[src/rtl/uart_pkg.sv]
// Shared UART message definitions: ASCII constants, message type, FSM encodings
// and the binary-to-ASCII-decimal helper used by both transmit and parse sides.
package uart_pkg;

  localparam logic [7:0] ASCII_LBRACE = 8'h7B;
  localparam logic [7:0] ASCII_RBRACE = 8'h7D;
  localparam logic [7:0] ASCII_COMMA  = 8'h2C;
  localparam logic [7:0] ASCII_R      = 8'h52;
  localparam logic [7:0] ASCII_C      = 8'h43;
  localparam logic [7:0] ASCII_V      = 8'h56;
  localparam logic [7:0] ASCII_ZERO   = 8'h30;

  localparam int unsigned MSG_LEN = 16;

  // Byte 0 of the message sits in the most significant byte.
  typedef logic [8*MSG_LEN-1:0] msg_t;

  // Per-byte serializer phases.
  typedef enum logic [1:0] {
    BitIdle,
    BitStart,
    BitData,
    BitStop
  } byte_state_e;

  // Message-level sequencing; the next-byte decision lives inside StBytes.
  typedef enum logic [2:0] {
    StIdle,
    StLoad,
    StFirst,
    StBytes,
    StFinish
  } msg_state_e;

  // Three zero-padded ASCII decimal digits, hundreds digit first.
  function automatic logic [23:0] bin8_to_ascii3(input logic [7:0] b);
    logic [7:0] h, t, o;
    h = b / 8'd100;
    t = (b / 8'd10) % 8'd10;
    o = b % 8'd10;
    return {ASCII_ZERO + h, ASCII_ZERO + t, ASCII_ZERO + o};
  endfunction

  // "{Rddd,Cddd,Vddd}" for the captured row, column and value.
  function automatic msg_t build_msg(input logic [7:0] r, input logic [7:0] c,
                                     input logic [7:0] v);
    return {ASCII_LBRACE, ASCII_R, bin8_to_ascii3(r), ASCII_COMMA,
            ASCII_C, bin8_to_ascii3(c), ASCII_COMMA,
            ASCII_V, bin8_to_ascii3(v), ASCII_RBRACE};
  endfunction

  // Select message byte idx (0 = first byte on the line).
  function automatic logic [7:0] msg_byte(input msg_t m, input logic [3:0] idx);
    logic [7:0] b;
    b = '0;
    for (int i = 0; i < MSG_LEN; i++) begin
      if (idx == 4'(i)) b = m[8*(MSG_LEN-1-i) +: 8];
    end
    return b;
  endfunction

endpackage

[src/rtl/uart_tx_byte.sv]
// 8N1 byte serializer. Accepts a new byte in idle, or during the last stop-bit
// clock so consecutive bytes go out with no idle gap.
module uart_tx_byte
  import uart_pkg::*;
#(
  parameter int unsigned CLK_FREQ = 100_000_000,
  parameter int unsigned BAUDRATE = 57_600
) (
  input  logic       clk,
  input  logic       reset,
  input  logic       send,
  input  logic [7:0] data,
  output logic       tx_line,
  output logic       byte_busy,
  output logic       byte_done
);

  localparam int unsigned BIT_CYCLES = CLK_FREQ / BAUDRATE;
  localparam int unsigned CNT_W      = (BIT_CYCLES > 1) ? $clog2(BIT_CYCLES) : 1;
  localparam logic [CNT_W-1:0] BAUD_LAST = CNT_W'(BIT_CYCLES - 1);

  byte_state_e      state_q, state_d;
  logic [CNT_W-1:0] baud_q, baud_d;
  logic [2:0]       bit_q, bit_d;
  logic [7:0]       data_q, data_d;
  logic             line_q, line_d;
  logic             baud_last;

  assign baud_last = (baud_q == BAUD_LAST);

  // Next-state: baud/bit counting and the registered line level.
  always_comb begin
    state_d = state_q;
    baud_d  = baud_q;
    bit_d   = bit_q;
    data_d  = data_q;
    line_d  = line_q;
    if (state_q != BitIdle) baud_d = baud_last ? '0 : baud_q + 1'b1;
    case (state_q)
      BitIdle: begin
        if (send) begin
          state_d = BitStart;
          baud_d  = '0;
          data_d  = data;
          line_d  = 1'b0;
        end
      end
      BitStart: begin
        if (baud_last) begin
          state_d = BitData;
          bit_d   = '0;
          line_d  = data_q[0];
        end
      end
      BitData: begin
        if (baud_last) begin
          if (bit_q == 3'd7) begin
            state_d = BitStop;
            line_d  = 1'b1;
          end else begin
            bit_d  = bit_q + 3'd1;
            line_d = data_q[bit_q + 3'd1];
          end
        end
      end
      BitStop: begin
        if (baud_last) begin
          if (send) begin
            // Back-to-back: the next start bit begins on the very next clock.
            state_d = BitStart;
            data_d  = data;
            line_d  = 1'b0;
          end else begin
            state_d = BitIdle;
          end
        end
      end
      default: state_d = BitIdle;
    endcase
  end

  // State and counter registers; the line must idle high straight out of reset.
  always_ff @(posedge clk or posedge reset) begin
    if (reset) begin
      state_q <= BitIdle;
      baud_q  <= '0;
      bit_q   <= '0;
      data_q  <= '0;
      line_q  <= 1'b1;
    end else begin
      state_q <= state_d;
      baud_q  <= baud_d;
      bit_q   <= bit_d;
      data_q  <= data_d;
      line_q  <= line_d;
    end
  end

  assign tx_line   = line_q;
  assign byte_busy = (state_q != BitIdle);
  assign byte_done = (state_q == BitStop) && baud_last;

endmodule

[src/rtl/uart_msg_tx.sv]
// Pixel message transmitter: captures row/col/val on a tx_start rising edge and
// sends "{Rddd,Cddd,Vddd}" as 16 back-to-back 8N1 bytes.
module uart_msg_tx
  import uart_pkg::*;
#(
  parameter int unsigned CLK_FREQ = 100_000_000,
  parameter int unsigned BAUDRATE = 57_600
) (
  input  logic       clk,
  input  logic       reset,
  input  logic       tx_start,
  input  logic [7:0] row,
  input  logic [7:0] col,
  input  logic [7:0] val,
  output logic       tx_line,
  output logic       busy,
  output logic       tx_done,
  output logic [4:0] byte_idx
);

  msg_state_e state_q, state_d;
  logic       start_q;
  logic [7:0] row_q, row_d, col_q, col_d, val_q, val_d;
  msg_t       msg_q, msg_d;
  logic [3:0] idx_q, idx_d;
  logic       send;
  logic [7:0] tx_data;
  logic       byte_busy;
  logic       byte_done;

  uart_tx_byte #(
    .CLK_FREQ (CLK_FREQ),
    .BAUDRATE (BAUDRATE)
  ) u_tx_byte (
    .clk       (clk),
    .reset     (reset),
    .send      (send),
    .data      (tx_data),
    .tx_line   (tx_line),
    .byte_busy (byte_busy),
    .byte_done (byte_done)
  );

  // Message FSM: capture, format, then hand bytes to the serializer in order.
  always_comb begin
    state_d = state_q;
    row_d   = row_q;
    col_d   = col_q;
    val_d   = val_q;
    msg_d   = msg_q;
    idx_d   = idx_q;
    send    = 1'b0;
    case (state_q)
      StIdle: begin
        // Rising edge only, so a held request yields a single message.
        if (tx_start && !start_q) begin
          row_d   = row;
          col_d   = col;
          val_d   = val;
          state_d = StLoad;
        end
      end
      StLoad: begin
        msg_d   = build_msg(row_q, col_q, val_q);
        idx_d   = '0;
        state_d = StFirst;
      end
      StFirst: begin
        send    = 1'b1;
        state_d = StBytes;
      end
      StBytes: begin
        if (byte_done) begin
          if (idx_q == 4'(MSG_LEN - 1)) begin
            state_d = StFinish;
          end else begin
            send  = 1'b1;
            idx_d = idx_q + 4'd1;
          end
        end else if (!byte_busy) begin
          // Serializer lost its byte; give up rather than hang.
          state_d = StIdle;
        end
      end
      StFinish: begin
        idx_d   = '0;
        state_d = StIdle;
      end
      default: state_d = StIdle;
    endcase
    tx_data = msg_byte(msg_q, idx_d);
  end

  // Message state, captured fields and request-edge history.
  always_ff @(posedge clk or posedge reset) begin
    if (reset) begin
      state_q <= StIdle;
      start_q <= 1'b0;
      row_q   <= '0;
      col_q   <= '0;
      val_q   <= '0;
      msg_q   <= '0;
      idx_q   <= '0;
    end else begin
      state_q <= state_d;
      start_q <= tx_start;
      row_q   <= row_d;
      col_q   <= col_d;
      val_q   <= val_d;
      msg_q   <= msg_d;
      idx_q   <= idx_d;
    end
  end

  assign busy     = (state_q == StFirst) || (state_q == StBytes);
  assign tx_done  = (state_q == StFinish);
  assign byte_idx = busy ? {1'b0, idx_q} : 5'd0;

endmodule
[config.mk]
export PLATFORM = sky130hd
export DESIGN_NAME = uart_msg_tx
export DESIGN_NICKNAME = d
export VERILOG_FILES = /design/src/rtl/uart_pkg.sv /design/src/rtl/uart_tx_byte.sv /design/src/rtl/uart_msg_tx.sv
export SDC_FILE = /design/constraint.sdc
export NUM_CORES = 1
export LEC_CHECK = 0
export ABC_AREA = 1
export BUFFER_PORTS_ARGS = -buffer_cell sky130_fd_sc_hd__buf_2
export CAP_MARGIN = 20
export CORE_MARGIN = 2
export CORE_UTILIZATION = 26
export DETAILED_ROUTE_END_ITERATION = 10
export PLACE_DENSITY = 0.36
export SLEW_MARGIN = 25
export SYNTH_ARGS = -nofsm -noshare
export SYNTH_HDL_FRONTEND = slang
export SYNTH_SLANG_ARGS = --single-unit
[constraint.sdc]
create_clock -name clk -period 6.8 [get_ports clk]
set_input_delay 0.68 -clock clk [delete_from_list [all_inputs] [get_ports clk]]
set_output_delay 0.68 -clock clk [all_outputs]
set_load 0.05 [all_outputs]
==> results of run 1 <==
[logic make-up (layout without fill, tap and decap cells)]
logic type / Yosys count / count (layout) / share of synthesized area
multiplexers: 3 / 3 / 0.00421
XOR/XNOR: 13 / 13 / 0.0142
buffers and inverters: 191 / 225 / 0.0904
flip-flops: 112 / 112 / 0.349
AO/OA/AOI/OAI: 196 / 196 / 0.144
AND/OR/NAND/NOR: 592 / 592 / 0.349
other: 2 / 5 / 0.000935
adder cells (fa/ha/maj): 31 / 31 / 0.0483
[cell type report]
type                            count  area (µm²)
Fill cell                        3424       21500
Multi-Input combinational cell    840        4520
Sequential cell                   112        2800
Inverter                          171         647
Tap cell                          396         495
Clock buffer                        9         225
Timing Repair Buffer               38         203
Clock inverter                      7        78.8
[path summary, 6_finish.rpt]
check                             to  slack (ns)       from  cells after the start
min in group asynchronous   row_q[0]        0.49      reset                      2
setup reg to reg           msg_q[62]        2.60   col_q[3]                     36
hold reg to reg            msg_q[92]        0.47  msg_q[92]                      2
max in group asynchronous   col_q[0]        5.06      reset                      3
setup / recovery           msg_q[62]        2.60   col_q[3]                     36
hold / removal               start_q        0.44   tx_start                      1
[power by group]
part | total [µW] | internal, µW | switching [µW]
registers | 669 | 667 | 1.18
clock network | 567 | 291 | 276
logic | 26.4 | 6.98 | 19.5
[layout by cell type (no fill, tap or decap), drive strengths merged, types with 5 or more instances in the layout]
cell type  instances
nand2            349
inv              174
dfrtp            111
nor2             107
nand3            100
o21ai             72
a21oi             69
buf               38
ha                31
nand4             15
o211ai            14
a31oi             12
nor3              11
xor2               9
o22ai              9
clkbuf             9
nor4               5
conb               5
[sequential cells by signal, summed over array words and instances, names as in the netlist, 2 cells and up]
name and count:
u_tx_byte.data_q 8, val_q 8, col_q 8, idx_q 4, u_tx_byte.state_q 2, row_q 8, state_q 3, u_tx_byte.bit_q 3
u_tx_byte.baud_q 11, msg_q 55
[metrics by stage]
| stage | utilization | power (µW) |
|---|---|---|
| 3_5_place_dp | 0.284 | 710 |
| 4_1_cts | 0.294 | 1300 |
| 3_3_place_gp | 0.284 | 710 |
| 6_report | 0.294 | 1260 |
| 2_1_floorplan | - | 695 |
| 5_1_grt | 0.294 | 1330 |
[per-layer routing]
metal,global-route usage,part of all wire,up-vias
li1,-,-,3764
met1,0.185,0.50,3250
met2,0.231,0.46,69
met3,0.0247,0.021,16
met4,0.0306,0.012,0
met5,0,0,-
==> flow_summary.toml, run 1 <==
[cts]
cts_hold_buffers = 0
cts.clk_slew.worst_paths_ns = 0.08
total_setup_buffers_inserted_after_cts = 0
clkLatencyLatePin_ns = 0.37
clock_tree.htree_level_count = 3
cell_at_the_root_of_the_clock_tree = "sky130_fd_sc_hd__clkbuf_16"
cts-resized-gates = 0
tritoncts_clock_tree = "done"
cts.sinks = 112
cts_buffer_depth = 2
numCtsBuffers = 9

[finish]
layout-drive-gt1-share = 0.145
final_design_area_no_fill_um2 = 8970
fin_cells = 1573
design.final.nets = 1230
areaGrowthSynthToFinish_pct = 11.8
diodes_inserted = 0

[synthesis]
synth_edf_count = 0
async_flop_share = 1.00
post_synth_main_area_contributors = "sky130_fd_sc_hd__dfrtp_1 (35%), sky130_fd_sc_hd__nand2_1 (14%), sky130_fd_sc_hd__inv_1 (6.8%)"
synthTopCellsByCount = "sky130_fd_sc_hd__nand2_1 (301), sky130_fd_sc_hd__inv_1 (145), sky130_fd_sc_hd__dfrtp_1 (111)"
synthesis.instances = 1140
ys_seq_area_frac = 0.349
ys.flop_type = "sky130_fd_sc_hd__dfrtp_1"
synth.most_common_cell = "sky130_fd_sc_hd__nand2_1"
yosys.cell_types.count = 55
postSynthRegisterBits = 112
yosys_warnings = 0
synth_largest_type_area_fraction = 0.346
synth_top_area_cell = "sky130_fd_sc_hd__dfrtp_1"
syn_avg_cell_area_um2 = 7.04
netlist_area_um2 = 8030

[routing]
post_drt_via_cell_ratio = 4.51
pre_antenna_drt_iters = 4
wl_per_cell_um = 13.7
dr_total_vias = 7099
drt-total-wl_mm = 21.5
drt_iter0_drc = 321
antenna_violation_net_count_after_detailed_routing = 0
drcViolationCount = 0

[timing]
worst_slew_pin_slew_ns = 0.868
fin_worst_hold_slack_ns = 0.437
totalNegativeSetupSlack_ns = 0
setup_skew_after_layout_ns = 0.00989
final_hold_viol_count = 0
rsz0062_at_grt = "false"
finalCriticalPeriod_ns = 4.20
finalCritPeriodShare = 0.617
fin_ws_ns = 2.60
worst_slew_margin_rel = 0.421
finalSetupViolations = 0
achievable-frequency_mhz = 238
drv_slew = 0

[place]
placement.setup.worst_slack_ns = 2.58
portBuffers = 33
rd_place_congestion = 0.800
hpwl_mm = 16.5
placement_stage_cell_area_um2 = 8670
placed_cell_count = 1557

[pwr]
leakagePower_uw = 0.00438
power_density_nw_per_um2 = 141
irDropWorstVdd_mv = 0.114

[global_routing]
first_global_vias = 7024
groute.usage.overall = 0.138
overflow = 0
grt_antenna_before_repair = 0
first_pass_grt_wire_length_mm = 36.5
grt_max_degree = 63

[setup_path]
cp_data_arrival_time_ns = 4.44
worst_path_dominant_cell_family = "simple AND/OR/NAND/NOR gates"
worst-path-max-fanout = 9
critPathSlowestCell = "sky130_fd_sc_hd__dfrtp_1"
critical_path.most_common_cell = "sky130_fd_sc_hd__nand2_1"
max_incr_delay_on_cp_ns = 0.46
crit_required_ns = 7.04
end_kind = "register"
setup.worst_path.class = "register to register"
critical_path.startpoint_type = "register"
worst-path-buf-inv = 5

[floorplan]
boundaryPins = 35
initial_core_util = 0.263
chipHeight_um = 180
floorplan.core_area_um2 = 30500
die_w_um = 180
core.rowCount = 64
die_area_um2 = 32300

[min_path]
hp-class = "input pin to register"

[job]
maxCapViolCount = 0

[outcome]
run_status = "complete, no violations"
Note: power is estimated with default switching activity, not from simulation.
==> run 2, diff against run 1 <==
--- a/config.mk
+++ b/config.mk
@@ -11,7 +11,7 @@
 export CORE_MARGIN = 2
 export CORE_UTILIZATION = 26
 export DETAILED_ROUTE_END_ITERATION = 10
-export PLACE_DENSITY = 0.36
+export PLACE_DENSITY = 0.38
 export SLEW_MARGIN = 25
 export SYNTH_ARGS = -nofsm -noshare
 export SYNTH_HDL_FRONTEND = slang
==> constraint.sdc (replaced) <==
create_clock -name clk -period 3.7 [get_ports clk]
set_input_delay 0.37 -clock clk [delete_from_list [all_inputs] [get_ports clk]]
set_output_delay 0.37 -clock clk [all_outputs]
set_load 0.05 [all_outputs]
==> run 2 against run 1 <==
Against the previous run: maximum frequency grew 18%; routed wire length shrank 0.23%; clock-buffer cell count grew 1; first-iteration DRC count shrank 8.4%; total power grew 79%; die area is the same; largest cell class unchanged.
==> flow_summary.toml, run 2 (synthesized netlist as in run 1, its figures left out) <==
[routing]
drcViolationCount = 0
pre_antenna_drt_iters = 4
drt-total-wl_mm = 21.5
wl_per_cell_um = 13.2
antenna_violation_net_count_after_detailed_routing = 0
dr_total_vias = 7382
drt_iter0_drc = 294
post_drt_via_cell_ratio = 4.53

[place]
portBuffers = 33
rd_place_congestion = 0.807
placement.setup.worst_slack_ns = -0.0681
placed_cell_count = 1584
hpwl_mm = 16.1
placement_stage_cell_area_um2 = 8890

[min_path]
hp-class = "input pin to async pin"

[pwr]
power_density_nw_per_um2 = 230
leakagePower_uw = 0.00473
total_power_uw = 2250
irDropWorstVdd_mv = 0.213

[timing]
finalSetupViolations = 0
rsz0062_at_grt = "true"
final_hold_viol_count = 0
setup_skew_after_layout_ns = 0.0145
fin_ws_ns = 0.155
worst_slew_pin_slew_ns = 0.731
finalCriticalPeriod_ns = 3.54
worst_slew_margin_rel = 0.513
finalCritPeriodShare = 0.958
drv_slew = 0
totalNegativeSetupSlack_ns = 0
achievable-frequency_mhz = 282

[finish]
fin_cells = 1630
layout-drive-gt1-share = 0.237
final_design_area_no_fill_um2 = 9810
design.final.nets = 1287
largest_register_ffs = 55
layout_common_cells = "sky130_fd_sc_hd__nand2_1 (275), sky130_fd_sc_hd__inv_1 (136), sky130_fd_sc_hd__dfrtp_1 (110)"
largestRegisters = "msg_q (55), u_tx_byte.baud_q (11)"
layout_commonest_cell = "sky130_fd_sc_hd__nand2_1"
areaGrowthSynthToFinish_pct = 22.2
diodes_inserted = 0
largest-register = "msg_q"

[setup_path]
max_incr_delay_on_cp_ns = 0.40
critical_path.most_common_cell = "sky130_fd_sc_hd__nand2_4"
crit_required_ns = 3.94
setup.worst_path.class = "register to register"
worst-path-max-fanout = 6
cp_data_arrival_time_ns = 3.78
critical_path.startpoint_type = "register"
end_kind = "register"
critPathSlowestCell = "sky130_fd_sc_hd__dfrtp_1"

[cts]
cts_hold_buffers = 0
clkLatencyLatePin_ns = 0.37
cts.clk_slew.worst_paths_ns = 0.09
tritoncts_clock_tree = "done"
cell_at_the_root_of_the_clock_tree = "sky130_fd_sc_hd__clkbuf_16"
clock_tree.htree_level_count = 3
cts_buffer_depth = 2
numCtsBuffers = 9
cts.sinks = 112

[floorplan]
chipHeight_um = 180
die_w_um = 180
core.rowCount = 64
boundaryPins = 35
floorplan.core_area_um2 = 30500
die_area_um2 = 32300
initial_core_util = 0.263

[job]
maxCapViolCount = 0

[global_routing]
first_global_vias = 7213
first_pass_grt_wire_length_mm = 36.6
groute.usage.overall = 0.137
grt_max_degree = 60
overflow = 0
grt_antenna_before_repair = 0

[outcome]
run_status = "complete, no violations"
-- run 2: area by class of cell --
| cell class | count | area (µm²) |
|---|---|---|
| fill | 3350 | 20700 |
| multi-input combinational | 840 | 4920 |
| sequential | 112 | 2810 |
| timing repair buffer | 95 | 663 |
| inverter | 171 | 649 |
| tap | 396 | 495 |
| clock buffer | 10 | 229 |
| clock inverter | 6 | 51.3 |
-- run 2: power by group --
part	switching (µW)	internal, µW
Combinational	35.1	14.9
Clock	509	467
Sequential	2.10	1230
Total	546	1710
-- run 2: worst paths after layout --
path                           start         to  slack (ns)  depth (start not counted)
min in group clk            tx_start    start_q        0.13                          1
max                         col_q[3]  msg_q[62]        0.16                         34
min                            reset   row_q[3]        0.12                          2
max reg2reg                 col_q[3]  msg_q[62]        0.16                         34
max in group asynchronous      reset  msg_q[52]        2.65                          4
min reg2reg                msg_q[12]  msg_q[12]        0.46                          2
-- run 2: stage by stage --
step / hold WS (ns) / util
global route: 0.116 / 0.322
finish: 0.124 / 0.322
global placement: 0.443 / 0.291
CTS: 0.110 / 0.305
detailed placement: 0.450 / 0.291
floorplan: 0.401 / -
-- run 2: critical path: cells and delay by family (launching register included) --
kind / cells / cell delay [ns]
adder cells (fa/ha/maj): 2 / 0.29
AND/OR/NAND/NOR: 25 / 2.09
AO/OA/AOI/OAI: 1 / 0.07
flip-flops: 1 / 0.40
buffers and inverters: 6 / 0.53
-- run 2: what timing repair did --
action                     4_1_cts  5_1_grt
setup endpoints to repair        2       18
gates cloned                     0        0
pin swaps                       13       48
gates resized for setup         18       86
setup buffers                    7       23
-- run 2: per-layer routing --
metal  share of wire  GRT usage  vias to the layer above
met4           0.010     0.0267                        0
met5               0          0                        -
met3           0.025     0.0253                       12
met2            0.48      0.233                       72
li1                -          -                     3882
met1            0.49      0.182                     3416
